`config.mk`:
```
export PLATFORM = sky130hd
export DESIGN_NAME = act_requant_flat
export DESIGN_NICKNAME = d
export VERILOG_FILES = /design/src/rtl/act_requant_pkg.sv /design/src/rtl/act_requant_if.sv /design/src/rtl/act_requant_relu_sat.sv /design/src/rtl/act_requant.sv /design/src/flat_wrapper.sv
export SDC_FILE = /design/constraint.sdc
export NUM_CORES = 1
export LEC_CHECK = 0
export BUFFER_PORTS_ARGS = -buffer_cell sky130_fd_sc_hd__buf_2
export CELL_PAD_IN_SITES_DETAIL_PLACEMENT = 0
export CELL_PAD_IN_SITES_GLOBAL_PLACEMENT = 1
export CORE_ASPECT_RATIO = 1.1
export CORE_MARGIN = 10
export CORE_UTILIZATION = 55
export DETAILED_ROUTE_END_ITERATION = 10
export PLACE_DENSITY = 0.77
export SKIP_CTS_REPAIR_TIMING = 1
export SLEW_MARGIN = 0
export SYNTH_ARGS = -nofsm -noshare
export SYNTH_HDL_FRONTEND = slang
export SYNTH_SLANG_ARGS = --single-unit
```
`constraint.sdc`:
```
create_clock -name clk -period 13.3 [get_ports clk]
set_clock_uncertainty 0.1 [all_clocks]
set_input_delay 0.665 -clock clk [delete_from_list [all_inputs] [get_ports clk]]
set_output_delay 0.665 -clock clk [all_outputs]
set_load 0.02 [all_outputs]
```
`src/rtl/act_requant_pkg.sv`:
```
// Shared widths and FSM encodings for the activation requantiser column stage.
package act_requant_pkg;

    localparam int PSUM_BW = 10;
    localparam int ABW     = 2;
    localparam int ACC_BW  = 16;
    localparam int DEPTH   = 16;
    localparam int NPASS_W = 4;
    localparam int SHIFT_W = 4;

    localparam logic [1:0] ST_IDLE  = 2'd0;
    localparam logic [1:0] ST_ACC   = 2'd1;
    localparam logic [1:0] ST_DRAIN = 2'd2;

endpackage

```
`src/rtl/act_requant_if.sv`:
```
// Psum input stream and activation output stream of one requantiser column.
interface act_requant_if
    import act_requant_pkg::*;
#(
    parameter int psum_bw = PSUM_BW,
    parameter int abw     = ABW
);
    logic                      in_valid;
    logic signed [psum_bw-1:0] in_psum;
    logic                      in_ready;
    logic                      out_valid;
    logic                      out_ready;
    logic [abw-1:0]            out_act;
    logic                      out_last;

    modport slave (
        input  in_valid, in_psum, out_ready,
        output in_ready, out_valid, out_act, out_last
    );

    modport master (
        output in_valid, in_psum, out_ready,
        input  in_ready, out_valid, out_act, out_last
    );
endinterface

```
`src/rtl/act_requant_relu_sat.sv`:
```
// ReLU, floor right-shift and unsigned saturation of one accumulator value.
module relu_sat
    import act_requant_pkg::*;
#(
    parameter int acc_bw  = ACC_BW,
    parameter int abw     = ABW,
    parameter int shift_w = SHIFT_W
) (
    input  logic signed [acc_bw-1:0] value,
    input  logic [shift_w-1:0]       shift,
    output logic [abw-1:0]           act
);
    localparam logic [acc_bw-1:0] ACT_MAX = acc_bw'((1 << abw) - 1);

    logic [acc_bw-1:0] shifted;

    always_comb begin
        shifted = '0;
        act     = '0;
        if (!value[acc_bw-1]) begin
            shifted = $unsigned(value) >> shift;
            act     = (shifted > ACT_MAX) ? {abw{1'b1}} : shifted[abw-1:0];
        end
    end
endmodule

```
`src/rtl/act_requant.sv`:
```
// Accumulates psums over npass passes into a depth-entry bank, then drains it as activations.
//   state    | meaning
//   IDLE     | waiting for start
//   ACC      | accepting psums, idx walks the bank once per pass
//   DRAIN    | streaming requantised activations through the output register
module act_requant
    import act_requant_pkg::*;
#(
    parameter int psum_bw = PSUM_BW,
    parameter int abw     = ABW,
    parameter int acc_bw  = ACC_BW,
    parameter int depth   = DEPTH
) (
    input  logic               clk,
    input  logic               reset,
    input  logic               start,
    input  logic [NPASS_W-1:0] npass,
    input  logic [SHIFT_W-1:0] shift,
    act_requant_if.slave       bus,
    output logic               busy,
    output logic               done
);
    localparam int IDX_W = (depth > 1) ? $clog2(depth) : 1;
    localparam logic [IDX_W-1:0] IDX_LAST = IDX_W'(depth - 1);

    logic [1:0]               state;
    logic [IDX_W-1:0]         idx;
    logic [NPASS_W-1:0]       pass;
    logic [NPASS_W-1:0]       npass_r;
    logic [SHIFT_W-1:0]       shift_r;
    logic signed [acc_bw-1:0] acc [depth];
    logic signed [acc_bw-1:0] psum_ext;
    logic signed [acc_bw-1:0] acc_sum;
    logic                     accept;
    logic                     pass_last;
    logic                     load_out;
    logic [abw-1:0]           act_next;
    logic                     out_valid_r;
    logic                     out_last_r;
    logic [abw-1:0]           out_act_r;

    assign bus.in_ready  = (state == ST_ACC);
    assign bus.out_valid = out_valid_r;
    assign bus.out_last  = out_last_r;
    assign bus.out_act   = out_act_r;
    assign busy          = (state != ST_IDLE);

    assign accept    = bus.in_ready && bus.in_valid;
    assign psum_ext  = {{(acc_bw - psum_bw){bus.in_psum[psum_bw-1]}}, bus.in_psum};
    assign acc_sum   = (pass == '0) ? psum_ext : acc[idx] + psum_ext;
    assign pass_last = (pass == npass_r - 1'b1);
    // Refill the output register when it is empty or being consumed, but never past the last entry.
    assign load_out  = (state == ST_DRAIN) && (!out_valid_r || (bus.out_ready && !out_last_r));

    relu_sat #(
        .acc_bw  (acc_bw),
        .abw     (abw),
        .shift_w (SHIFT_W)
    ) u_relu_sat (
        .value (acc[idx]),
        .shift (shift_r),
        .act   (act_next)
    );

    // Bank has no reset: pass 0 always overwrites every entry before it is read.
    always_ff @(posedge clk) begin
        if (accept) begin
            acc[idx] <= acc_sum;
        end
    end

    always_ff @(posedge clk or posedge reset) begin
        if (reset) begin
            state       <= ST_IDLE;
            idx         <= '0;
            pass        <= '0;
            npass_r     <= NPASS_W'(1);
            shift_r     <= '0;
            out_valid_r <= 1'b0;
            out_last_r  <= 1'b0;
            out_act_r   <= '0;
            done        <= 1'b0;
        end else begin
            done <= 1'b0;
            case (state)
                ST_IDLE: begin
                    if (start) begin
                        npass_r <= (npass == '0) ? NPASS_W'(1) : npass;
                        shift_r <= shift;
                        idx     <= '0;
                        pass    <= '0;
                        state   <= ST_ACC;
                    end
                end
                ST_ACC: begin
                    if (accept) begin
                        idx <= idx + 1'b1;
                        if (idx == IDX_LAST) begin
                            if (pass_last) begin
                                state <= ST_DRAIN;
                            end else begin
                                pass <= pass + 1'b1;
                            end
                        end
                    end
                end
                ST_DRAIN: begin
                    if (out_valid_r && bus.out_ready && out_last_r) begin
                        out_valid_r <= 1'b0;
                        out_last_r  <= 1'b0;
                        done        <= 1'b1;
                        state       <= ST_IDLE;
                    end else if (load_out) begin
                        out_act_r   <= act_next;
                        out_last_r  <= (idx == IDX_LAST);
                        out_valid_r <= 1'b1;
                        idx         <= idx + 1'b1;
                    end
                end
                default: state <= ST_IDLE;
            endcase
        end
    end
endmodule
```
`src/flat_wrapper.sv`:
```
// flat-port wrapper written by rule: the top's interface ports become plain ports
module act_requant_flat import act_requant_pkg::*;
#(
    parameter int psum_bw = PSUM_BW,
    parameter int abw     = ABW,
    parameter int acc_bw  = ACC_BW,
    parameter int depth   = DEPTH
)
  (clk, reset, start, npass, shift, busy, done, bus_in_valid, bus_in_psum, bus_out_ready, bus_in_ready, bus_out_valid, bus_out_act, bus_out_last);
  act_requant_if #(.psum_bw(psum_bw), .abw(abw)) bus_i ();
  input  logic clk;
  input  logic reset;
  input  logic start;
  input  logic [NPASS_W-1:0] npass;
  input  logic [SHIFT_W-1:0] shift;
  output logic busy;
  output logic done;
  input wire logic [$bits(bus_i.in_valid)-1:0] bus_in_valid;
  input wire logic [$bits(bus_i.in_psum)-1:0] bus_in_psum;
  input wire logic [$bits(bus_i.out_ready)-1:0] bus_out_ready;
  output wire logic [$bits(bus_i.in_ready)-1:0] bus_in_ready;
  output wire logic [$bits(bus_i.out_valid)-1:0] bus_out_valid;
  output wire logic [$bits(bus_i.out_act)-1:0] bus_out_act;
  output wire logic [$bits(bus_i.out_last)-1:0] bus_out_last;
  assign bus_i.in_valid = bus_in_valid;
  assign bus_i.in_psum = bus_in_psum;
  assign bus_i.out_ready = bus_out_ready;
  assign bus_in_ready = bus_i.in_ready;
  assign bus_out_valid = bus_i.out_valid;
  assign bus_out_act = bus_i.out_act;
  assign bus_out_last = bus_i.out_last;
  act_requant #(.psum_bw(psum_bw), .abw(abw), .acc_bw(acc_bw), .depth(depth)) u_core (.clk(clk), .reset(reset), .start(start), .npass(npass), .shift(shift), .bus(bus_i), .busy(busy), .done(done));
endmodule
```
Word level (Yosys, flattened, before mapping)
Memories as Yosys holds them, arrays and structs flattened.
Cells that the tools add are included.
{"block": "totals", "regBits": 23, "latchBits": 0, "ram_bits": 256, "romBits": 0, "inputBits": 23, "output_inout_bits": 7, "memories": 1}
{"block": "classes", "n_addsub": 4, "mul": 0, "div": 0, "n_lt_le_gt_ge": 1, "eq_ne": 12, "shifts": 1, "mux": 27, "n_bitwise": 1, "n_reduce_logical": 21}
{"memory": "u_core.acc", "depth": 16, "word_bits": 16, "read_ports": 1, "rd_clocked_by_memory_dff": 0, "write_ports": 1, "line": "act_requant.sv:31", "rtl": "logic signed [acc_bw-1:0] acc [depth];"}
{"op": "4-bit two-way mux", "n": 8}
{"op": "16-bit by 10-bit adder with 16-bit output", "n": 1}
{"op": "16-bit by 2-bit greater-than comparator with 1-bit output, second input constant", "n": 1}
{"op": "16-bit two-way mux", "n": 1}
{"op": "16-bit by 4-bit right shift with 16-bit output", "n": 1}
{"op": "5-bit AND reduction", "n": 3}
{"op": "2-bit two-way mux", "n": 7}
{"op": "2-bit inequality test, second input constant", "n": 7}
{"op": "4-bit case mux with 3 select lines", "n": 1}
{"op": "4-bit by 1-bit adder with 4-bit output, second input constant", "n": 2}
{"op": "4-bit logical NOT", "n": 2}
{"op": "1-bit two-way mux", "n": 8}
{"op": "4-bit case mux with 2 select lines", "n": 1}
{"op": "2-bit case mux with 3 select lines", "n": 1}
{"op": "2-bit nonzero test", "n": 3}
{"op": "1-bit logical AND", "n": 5}
{"op": "4-bit equality test", "n": 1}
{"op": "4-bit equality test, second input constant", "n": 1}
{"op": "2-bit AND reduction", "n": 2}
{"op": "4-bit by 1-bit subtractor with 4-bit output, second input constant", "n": 1}
{"op": "3-bit AND reduction", "n": 1}
{"op": "3-bit nonzero test", "n": 1}
{"op": "2-bit by 1-bit equality test with 1-bit output, second input constant", "n": 1}
{"op": "2-bit equality test, second input constant", "n": 1}
{"op": "5 further kinds", "n": 6}

Depth between registers and ports, before layout
Gate-level depths: netlist of the first run.
{"block": "depth", "word_depth": 7, "depth_mapped": 16, "mapped_depth_nobuf": 14}

By module
Synthesis of the first run repeated with hierarchy kept, for this count alone.
{"block": "unflattened", "cells_unflattened": 669, "area_unflattened_um2": 12286.8}
{"mod": "act_requant", "n_inst": 1, "cells_per_inst": 619, "area_per_inst_um2": 11810.1, "seq_area_each_um2": 8264.2}
{"mod": "relu_sat", "n_inst": 1, "cells_per_inst": 50, "area_per_inst_um2": 476.7, "seq_area_each_um2": 0.0}

Worst setup path before layout of the first run
Ideal clock, no wire load.
{"block": "synth_timing", "path_type": "reg2reg", "from": "register u_core.idx[0]", "to": "memory u_core.acc[0][12] in the netlist's numbering (data pin)", "setup_ns": 0.341, "arrival_ns": 3.935, "path_slack_ns": 8.924, "stages_incl_launch_ff": 15, "cell_sequence": "dfrtp_1 > buf_6 > buf_6 > mux4_2 > mux4_2 > ha_1 > inv_1 > fa_1 > nor2b_1 > o21ai_1 > a21oi_1 > o21ai_1 > a211oi_1 > o311a_1 > o31ai_1"}
{"block": "synth_between", "elab_chain_len": 3}
{"item": "start, declared", "line": "act_requant.sv:27", "rtl": "logic [IDX_W-1:0] idx;"}
{"item": "start signal, assigned", "line": "act_requant.sv:97", "rtl": "idx <= idx + 1'b1;"}
{"item": "start signal, assigned", "line": "act_requant.sv:117", "rtl": "idx <= idx + 1'b1;"}
{"item": "memory 16 x 16 bit"}
{"item": "16-bit by 10-bit adder with 16-bit output", "line": "act_requant.sv:50", "rtl": "assign acc_sum = (pass == '0) ? psum_ext : acc[idx] + psum_ext;"}
{"item": "16-bit two-way mux", "line": "act_requant.sv:50"}
{"item": "net u_core.acc_sum[12]", "line": "act_requant.sv:33", "rtl": "logic signed [acc_bw-1:0] acc_sum;"}
{"item": "end, declared", "line": "act_requant.sv:31"}
The timed path passes the listed nets, and every way through them passes these cells.

Final worst setup path of the first run
{"block": "layout_timing", "from": "register u_core.idx[1]", "to": "memory u_core.acc[10][15] in the netlist's numbering (data pin)"}
Same word-level chain as after synthesis.

==> results of run 1 <==
## final cells by class
type,count,area share (%)
Multi-Input combinational cell,401,27.92
Clock buffer,34,5.351
Tap cell,295,2.653
Inverter,27,0.7375
Clock inverter,18,1.250
Sequential cell,279,59.43
Timing Repair Buffer,59,2.662
## cell usage in the layout, fill, tap and decap left out, types with 5 or more instances in the layout
cell / instances
a21o_1: 5
a21oi_1: 19
a31oi_1: 6
and2_1: 6
buf_2: 29
buf_4: 30
clkbuf_1: 5
clkbuf_16: 29
clkinv_1: 6
clkinv_2: 5
dfrtp_1: 19
edfxtp_1: 256
ha_1: 27
inv_1: 25
mux2_2: 8
mux2i_1: 19
mux4_1: 18
mux4_2: 52
nand2_1: 38
nand3_1: 22
nor2_1: 41
nor2b_1: 5
nor3_1: 8
o21ai_0: 26
o22ai_1: 8
o31ai_1: 6
or2_2: 5
or3_1: 5
xnor2_1: 11
xor2_1: 6
## sequential cells by signal, indices dropped and copies added, names as in the netlist
name / cells
u_core.pass: 4
u_core.acc: 256
u_core.shift_r: 4
u_core.done: 1
u_core.idx: 4
u_core.state: 2
u_core.npass_r: 4
u_core.bus.out_last: 1
u_core.bus.out_act: 2
u_core.bus.out_valid: 1
## metrics by stage
stage          power [uW]  cell area (sq um)  std cells  util [%]
2_1_floorplan        1849              12410        736         -
3_3_place_gp         2086              12990       1061     58.58
3_5_place_dp         2108              12990       1061     58.58
4_1_cts              2887              13910       1113     62.72
5_1_grt              3025              13910       1113     62.72
6_report             2876              13910       1113     62.72
## kinds of logic (layout without fill, tap and decap cells)
family | Yosys count | after routing | share of synthesized area (%)
AO/OA/AOI/OAI | 109 | 109 | 5.866
XOR/XNOR | 17 | 17 | 1.199
adder cells (fa/ha/maj) | 28 | 28 | 2.883
buffers and inverters | 56 | 138 | 2.338
flip-flops | 279 | 279 | 66.58
multiplexers | 97 | 97 | 15.50
AND/OR/NAND/NOR | 150 | 150 | 5.635
## metal layers
metal  vias up  share of wire, %  track usage [%]
met1      3627                41            27.06
met5         -              0.27            2.094
met3        47               7.8            4.287
met4         2               2.3            5.714
li1       3072                 -                -
met2       303                49            32.58
## worst paths after layout
kind / to / slack [ns] / depth (start not counted)
max: u_core.acc[10][15]$_DFFE_PP_ / 7.87 / 13
min in group clk: u_core.shift_r[1]$_DFFE_PP0P_ / 0.26 / 2
min reg2reg: u_core.npass_r[0]$_DFFE_PP1P_ / 0.42 / 2
max reg2reg: u_core.acc[10][15]$_DFFE_PP_ / 7.87 / 13
min: u_core.shift_r[3]$_DFFE_PP0P_ / 0.21 / 2
max in group asynchronous: u_core.idx[1]$_DFFE_PP0P_ / 12.27 / 2
## power by group through the flow
stage | sequential [uW] | clock [uW] | combinational [uW]
floorplan | 1070 | 0 | 776
global placement | 1080 | 0 | 1000
detailed placement | 1090 | 0 | 1020
CTS | 1070 | 792 | 1030
global route | 1070 | 830 | 1120
finish | 1070 | 777 | 1030
==> reports/summary.txt, run 1 <==
Avg WL per Cell = 26.30 um
Startpoint Class = flop
Multi-input gate area = 3884 sq um
Sequential area share after synthesis = 66.58%
Pre-CTS setup slack = 7.809 ns
CP delay by family, top = compound AO/OA/AOI/OAI gates
Worst r2r src = u_core.idx[1]$_DFFE_PP0P_
Clock Path Buffers = 3
Delay of the slowest critical-path stage = 0.95 ns
WP data arrival = 5.49 ns
Peak VDD IR = 0.0001226 V
Worst path cell trace = buf_4 -> clkinv_2 -> mux2i_1 -> mux2i_1 -> ha_1 -> o21a_1 -> a21oi_1 -> o31ai_1 -> o211ai_1 -> a41oi_1 -> o21ai_0 -> nand3_1 -> xnor2_1
Die H = 177.6 um
CP most frequent cell = mux2i_1
Share of power burned in registers = 37.2%
Post-synth EDFFs = 256
Post-synth ARST share = 8.244%
Clk_lat worst skew = 0.54 ns
Setup TNS = 0 ns
Avg Vias per Cell = 6.335
Synth Cell Area = 12410 sq um
Cell internal pwr = 1907 uW
Antenna Cells = 0
GRT Total Usage = 20.19%
Input/output buffers = 29
Drt drc = 0
Clk root buf = clkbuf_16
Slew HR = 15.38%
CP required = 13.37 ns
Vias after detailed routing = 7051
GP Congestion = 0.8934
Slew Viols, Final = 0
Final period util = 40.80%
Synth cell count leaders = 256 x edfxtp_1, 52 x mux4_2, 43 x nor2_1, 38 x nand2_1, 27 x ha_1
Syn avg cell area = 16.87 sq um
Largest net degree at the start of global routing = 59
RSZ-0062 raised after global routing = no
Critical path type = reg -> reg
Syn nets = 787
Ports = 30
Syn Inst Count = 736
Maximum fanout along the worst path = 58
Setup Viol. Count Final = 0
Final hold slack = 0.2110 ns
Hold Vio Cnt, Final = 0
Slowest CP cell = xnor2_1
Hold WC Path Type = in -> async
Synthesized flop and latch total = 279
Logic pwr share = 35.8%
Drt total wl = 29270 um
Core ar. = 22180 sq um
Post-synthesis cell type count = 62
Setup ws final = 7.873 ns
Num rows = 57
Initial antenna violation count = 0
Dominant cell type by area after synthesis = edfxtp_1
CP Capture Type = flop
CTS tree = yes
Reported max-cap violation count = 0
Status = finished, final reports clean
Cell Pwr Density = 206.7 nW/um^2
Top cell type's share of synthesized area = 61.93%
Buf/Inv on CP = 2
Fillers = 1583
Clk pwr share = 27.0%
Die Wd = 163.2 um
Share of cells above drive strength 1 = 22.25%
Upper clock frequency limit = 184.3 MHz
CTS Sinks = 279
Most frequent cell after synthesis = edfxtp_1
Yosys warns = 0
Net Sw Power = 968.7 uW
NumNets Final = 847
Slew @ Worst Pin = 1.269 ns
Leak Pwr = 0.004805 uW
Final ANT Viol Nets = 0
Hpwl dp = 18730 um
Global-route wire length before repair = 44090 um
Top_reg_cell synth = edfxtp_1
Sw Share = 33.68%
Worst Setup SP = u_core.idx[1]$_DFFE_PP0P_
Pre-antenna DRT Iters = 8
H-tree depth = 1
Layout area overhead = 12.08%
Reg clk slew, reported paths = 0.06 ns
Die area = 28990 sq um
Starting DRC count in detailed routing = 567
Initial Util = 55.97%
Post-layout min period = 5.427 ns
Top post-synthesis cells by area = edfxtp_1 62%, mux4_2 9.4%, dfrtp_1 4.4%
CTS buffer count = 28
FF+latch area = 8268 sq um
Vias in the first global route = 7104
Overflow after GRT = 0
No activity file was read; power rests on OpenSTA's default activity.
==> run 2, diff against run 1 <==
Settings changed: ABC_AREA from default to 1, CORE_UTILIZATION 55 to 45, PLACE_DENSITY 0.77 to 0.73.
Clock period 13.3 ns to 4.9 ns, I/O delays scaled along.
==> run 2 against run 1 <==
Count of clock-buffer cells in the layout shrank 3. Sequential power rose to 4.2 times the previous value. Area after synthesis rose by 7.2%. Wire length grew 19%. Non-clock buffer count grew 26. Clock power increased to 2.9 times the previous value. Combinational power rose to 5.4 times the previous value. Cell count increased by 67%. Flip-flop and latch count unchanged. Power grew to 4.3 times the previous value. Largest power group is now combinational logic. Highest routed layer is now met4.
==> reports/summary.txt, run 2 <==
Status = finished, final reports clean
Share of cells above drive strength 1 = 10.30% (-12 points)
Post-synthesis cell type count = 36 (-42%)
Leak Pwr = 0.006592 uW (+37%)
Cell Pwr Density = 817.0 nW/um^2 (+300%)
Most frequent cell after synthesis = nand2_1
Synth cell count leaders = 522 x nand2_1, 256 x edfxtp_1, 164 x inv_1, 101 x nor2_1, 91 x nand3_1
Final hold slack = 0.08139 ns (-0.1296 ns)
Delay of the slowest critical-path stage = 0.63 ns (-0.32 ns)
Largest net degree at the start of global routing = 54 (-8.5%)
CP delay by family, top = compound AO/OA/AOI/OAI gates
Vias in the first global route = 9307 (+31%)
Core ar. = 28950 sq um (+31%)
Slew Viols, Final = 0 (unchanged)
CP Capture Type = flop
Top post-synthesis cells by area = edfxtp_1 58%, nand2_1 15%, inv_1 4.6%
Hold Vio Cnt, Final = 0 (unchanged)
Post-synth ARST share = 8.244% (unchanged)
Global-route wire length before repair = 54210 um (+23%)
CP most frequent cell = nand2_1
Peak VDD IR = 0.0004601 V (+280%)
Buf/Inv on CP = 4 (+2)
Antenna Cells = 0 (unchanged)
Biggest register = u_core.acc
WP data arrival = 4.61 ns (-0.88 ns)
Maximum fanout along the worst path = 53 (-8.6%)
Largest register FFs = 256 (unchanged)
Clk_lat worst skew = 0.57 ns (+0.03 ns)
GRT Total Usage = 18.89% (-1.3 points)
NumNets Final = 1523 (+80%)
Critical path type = reg -> reg
Initial antenna violation count = 0 (unchanged)
Starting DRC count in detailed routing = 597 (+5.3%)
Synthesized flop and latch total = 279 (unchanged)
Clock Path Buffers = 3 (unchanged)
Hold WC Path Type = in -> reg
Ports = 30 (unchanged)
Fillers = 2654 (+68%)
Vias after detailed routing = 9443 (+34%)
Slowest CP cell = dfrtp_4
Sequential area share after synthesis = 62.09% (-4.5 points)
Clk root buf = clkbuf_16
Syn Inst Count = 1412 (+92%)
Slew HR = 6.049% (-9.3 points)
Input/output buffers = 29 (unchanged)
Most frequent cells in the layout = 522 x nand2_1, 256 x edfxtp_1, 164 x inv_1, 91 x nand3_1, 84 x nor2_1
Die area = 36860 sq um (+27%)
Setup TNS = 0 ns (unchanged)
FF+latch area = 8269 sq um (about the same)
Initial Util = 45.97% (-10 points)
Hpwl dp = 21680 um (+16%)
Reg clk slew, reported paths = 0.06 ns (about the same)
Final ANT Viol Nets = 0 (unchanged)
Die H = 200.4 um (+13%)
Dominant cell type by area after synthesis = edfxtp_1
Startpoint Class = flop
Die Wd = 184.0 um (+13%)
Synth Cell Area = 13310 sq um (+7.2%)
Setup Viol. Count Final = 0 (unchanged)
Top_reg_cell synth = edfxtp_1
Worst path cell trace = inv_8 -> o21ai_0 -> o22ai_1 -> nand2_1 -> nand2_1 -> nor2_1 -> inv_1 -> ha_1 -> inv_1 -> fa_1 -> nand3b_1 -> a21oi_1 -> nor2_1 -> o21ai_0 -> a21boi_0 -> o21ai_0 -> nand2_1 -> nand2_1 -> nand2_1 -> a21oi_1 -> o21ai_0 -> buf_4
Num rows = 65 (+14%)
H-tree depth = 1 (unchanged)
Yosys warns = 0 (unchanged)
Commonest non-fill, non-tap cell in the layout = nand2_1
GP Congestion = 0.9235 (+3.4%)
CTS buffer count = 29 (+3.6%)
Top cell type's share of synthesized area = 57.76% (-4.2 points)
Pre-antenna DRT Iters = 4 (-4)
Layout area overhead = 13.61%
RSZ-0062 raised after global routing = no
Post-layout min period = 4.417 ns (-1.010 ns)
Slew @ Worst Pin = 1.408 ns (+0.1385 ns)
Drt drc = 0 (unchanged)
Avg Vias per Cell = 5.069 (-20%)
CTS tree = yes
Reported max-cap violation count = 0 (unchanged)
Overflow after GRT = 0 (unchanged)
Final period util = 90.14% (+49 points)
Syn nets = 1463 (+86%)
CTS Sinks = 279 (unchanged)
Post-synth EDFFs = 256 (unchanged)
Syn avg cell area = 9.426 sq um (-44%)
Drt total wl = 34890 um (+19%)
Avg WL per Cell = 18.73 um (-29%)
Upper clock frequency limit = 226.4 MHz (+23%)
Multi-input gate area = 4156 sq um (+7.0%)
CP required = 5.09 ns (-8.28 ns)
## run 2: cell types whose count changed in the layout (fill, tap and decap cells not counted), sizes merged, moves of 8 or more
cell,previous run,this run
buf,59,75
nor3,12,4
inv,28,168
nand2,39,523
mux2,8,0
dlygate4sd3,0,10
mux4,70,0
o21ai,28,88
nor2,43,110
mux2i,19,0
nand3,22,91
## run 2: worst reg2reg max path: stages, from the launching register on
cell and delay [ns]:
dfrtp_4 0.63, inv_8 0.32, o21ai_0 0.14, o22ai_1 0.16, nand2_1 0.07, nand2_1 0.08, nor2_1 0.06, inv_1 0.05
ha_1 0.17, inv_1 0.06, fa_1 0.40, nand3b_1 0.21, a21oi_1 0.16, nor2_1 0.08, o21ai_0 0.34, a21boi_0 0.22
o21ai_0 0.27, nand2_1 0.10, nand2_1 0.07, nand2_1 0.06, a21oi_1 0.12, o21ai_0 0.11, buf_4 0.20
## run 2: power breakdown
group	internal, uW	total (uW)	switching, uW	leakage [uW]
Clock	1350	2280	929	0.000487
Combinational	1640	5570	3930	0.00352
Sequential	4300	4510	201	0.00259
Total	7290	12400	5060	0.00659
## run 2: cells by family (layout without fill, tap and decap cells)
kind of cell | after synthesis | in the layout | share of synthesized area (%)
buffers and inverters | 225 | 308 | 7.070
DFF | 279 | 279 | 62.09
adders and majority gates | 28 | 28 | 2.689
xor gates and xnor gates | 17 | 17 | 1.119
AOI/OAI and AO/OA | 131 | 131 | 5.208
and+or+nand+nor | 732 | 732 | 21.82
## run 2: layout make-up
| type | instances | share of cell area [%] |
|---|---|---|
| flip-flops and latches | 279 | 54.69 |
| clock inverters | 23 | 1.696 |
| repair buffers | 85 | 3.988 |
| inverters | 169 | 4.245 |
| multi-input cells | 908 | 27.49 |
| clock buffers | 31 | 4.849 |
| well taps | 368 | 3.045 |
## run 2: final timing paths
kind                                                    from                                end  slack [ns]  cells past startpoint
max reg2reg                        u_core.idx[0]$_DFFE_PP0P_       u_core.acc[14][14]$_DFFE_PP_        0.48                     22
max                                u_core.idx[0]$_DFFE_PP0P_       u_core.acc[14][14]$_DFFE_PP_        0.48                     22
min in group asynchronous                              reset              u_core.done$_DFF_PP0_        0.31                      3
min                                                    start      u_core.npass_r[0]$_DFFE_PP1P_        0.08                      4
min reg2reg                u_core.bus.out_act[0]$_DFFE_PP0P_  u_core.bus.out_act[0]$_DFFE_PP0P_        0.38                      2
max in group asynchronous                              reset          u_core.idx[0]$_DFFE_PP0P_        3.75                      3
## run 2: stage by stage
stage	instance area, sq um	cells	setup slack (ns)	total power (uW)	util, %
final	15120	1863	0.4832	12350	52.23
after global routing	15120	1863	0.002855	13320	52.23
after CTS	15020	1853	0.2600	12430	51.86
after detailed placement	14030	1799	0.2997	10140	48.44
after global placement	14030	1799	0.3824	10090	48.44
after floorplan	13310	1412	0.5528	8188	-
## run 2: layer usage
| layer | track usage, % | wire, um | share of wire, % | vias to the layer above |
|---|---|---|---|---|
| li1 | - | - | - | 4711 |
| met1 | 24.46 | 15510 | 44 | 4502 |
| met2 | 31.77 | 17030 | 49 | 175 |
| met3 | 3.146 | 1504 | 4.3 | 55 |
| met4 | 5.390 | 852 | 2.4 | 0 |
| met5 | 0 | 0 | 0 | - |
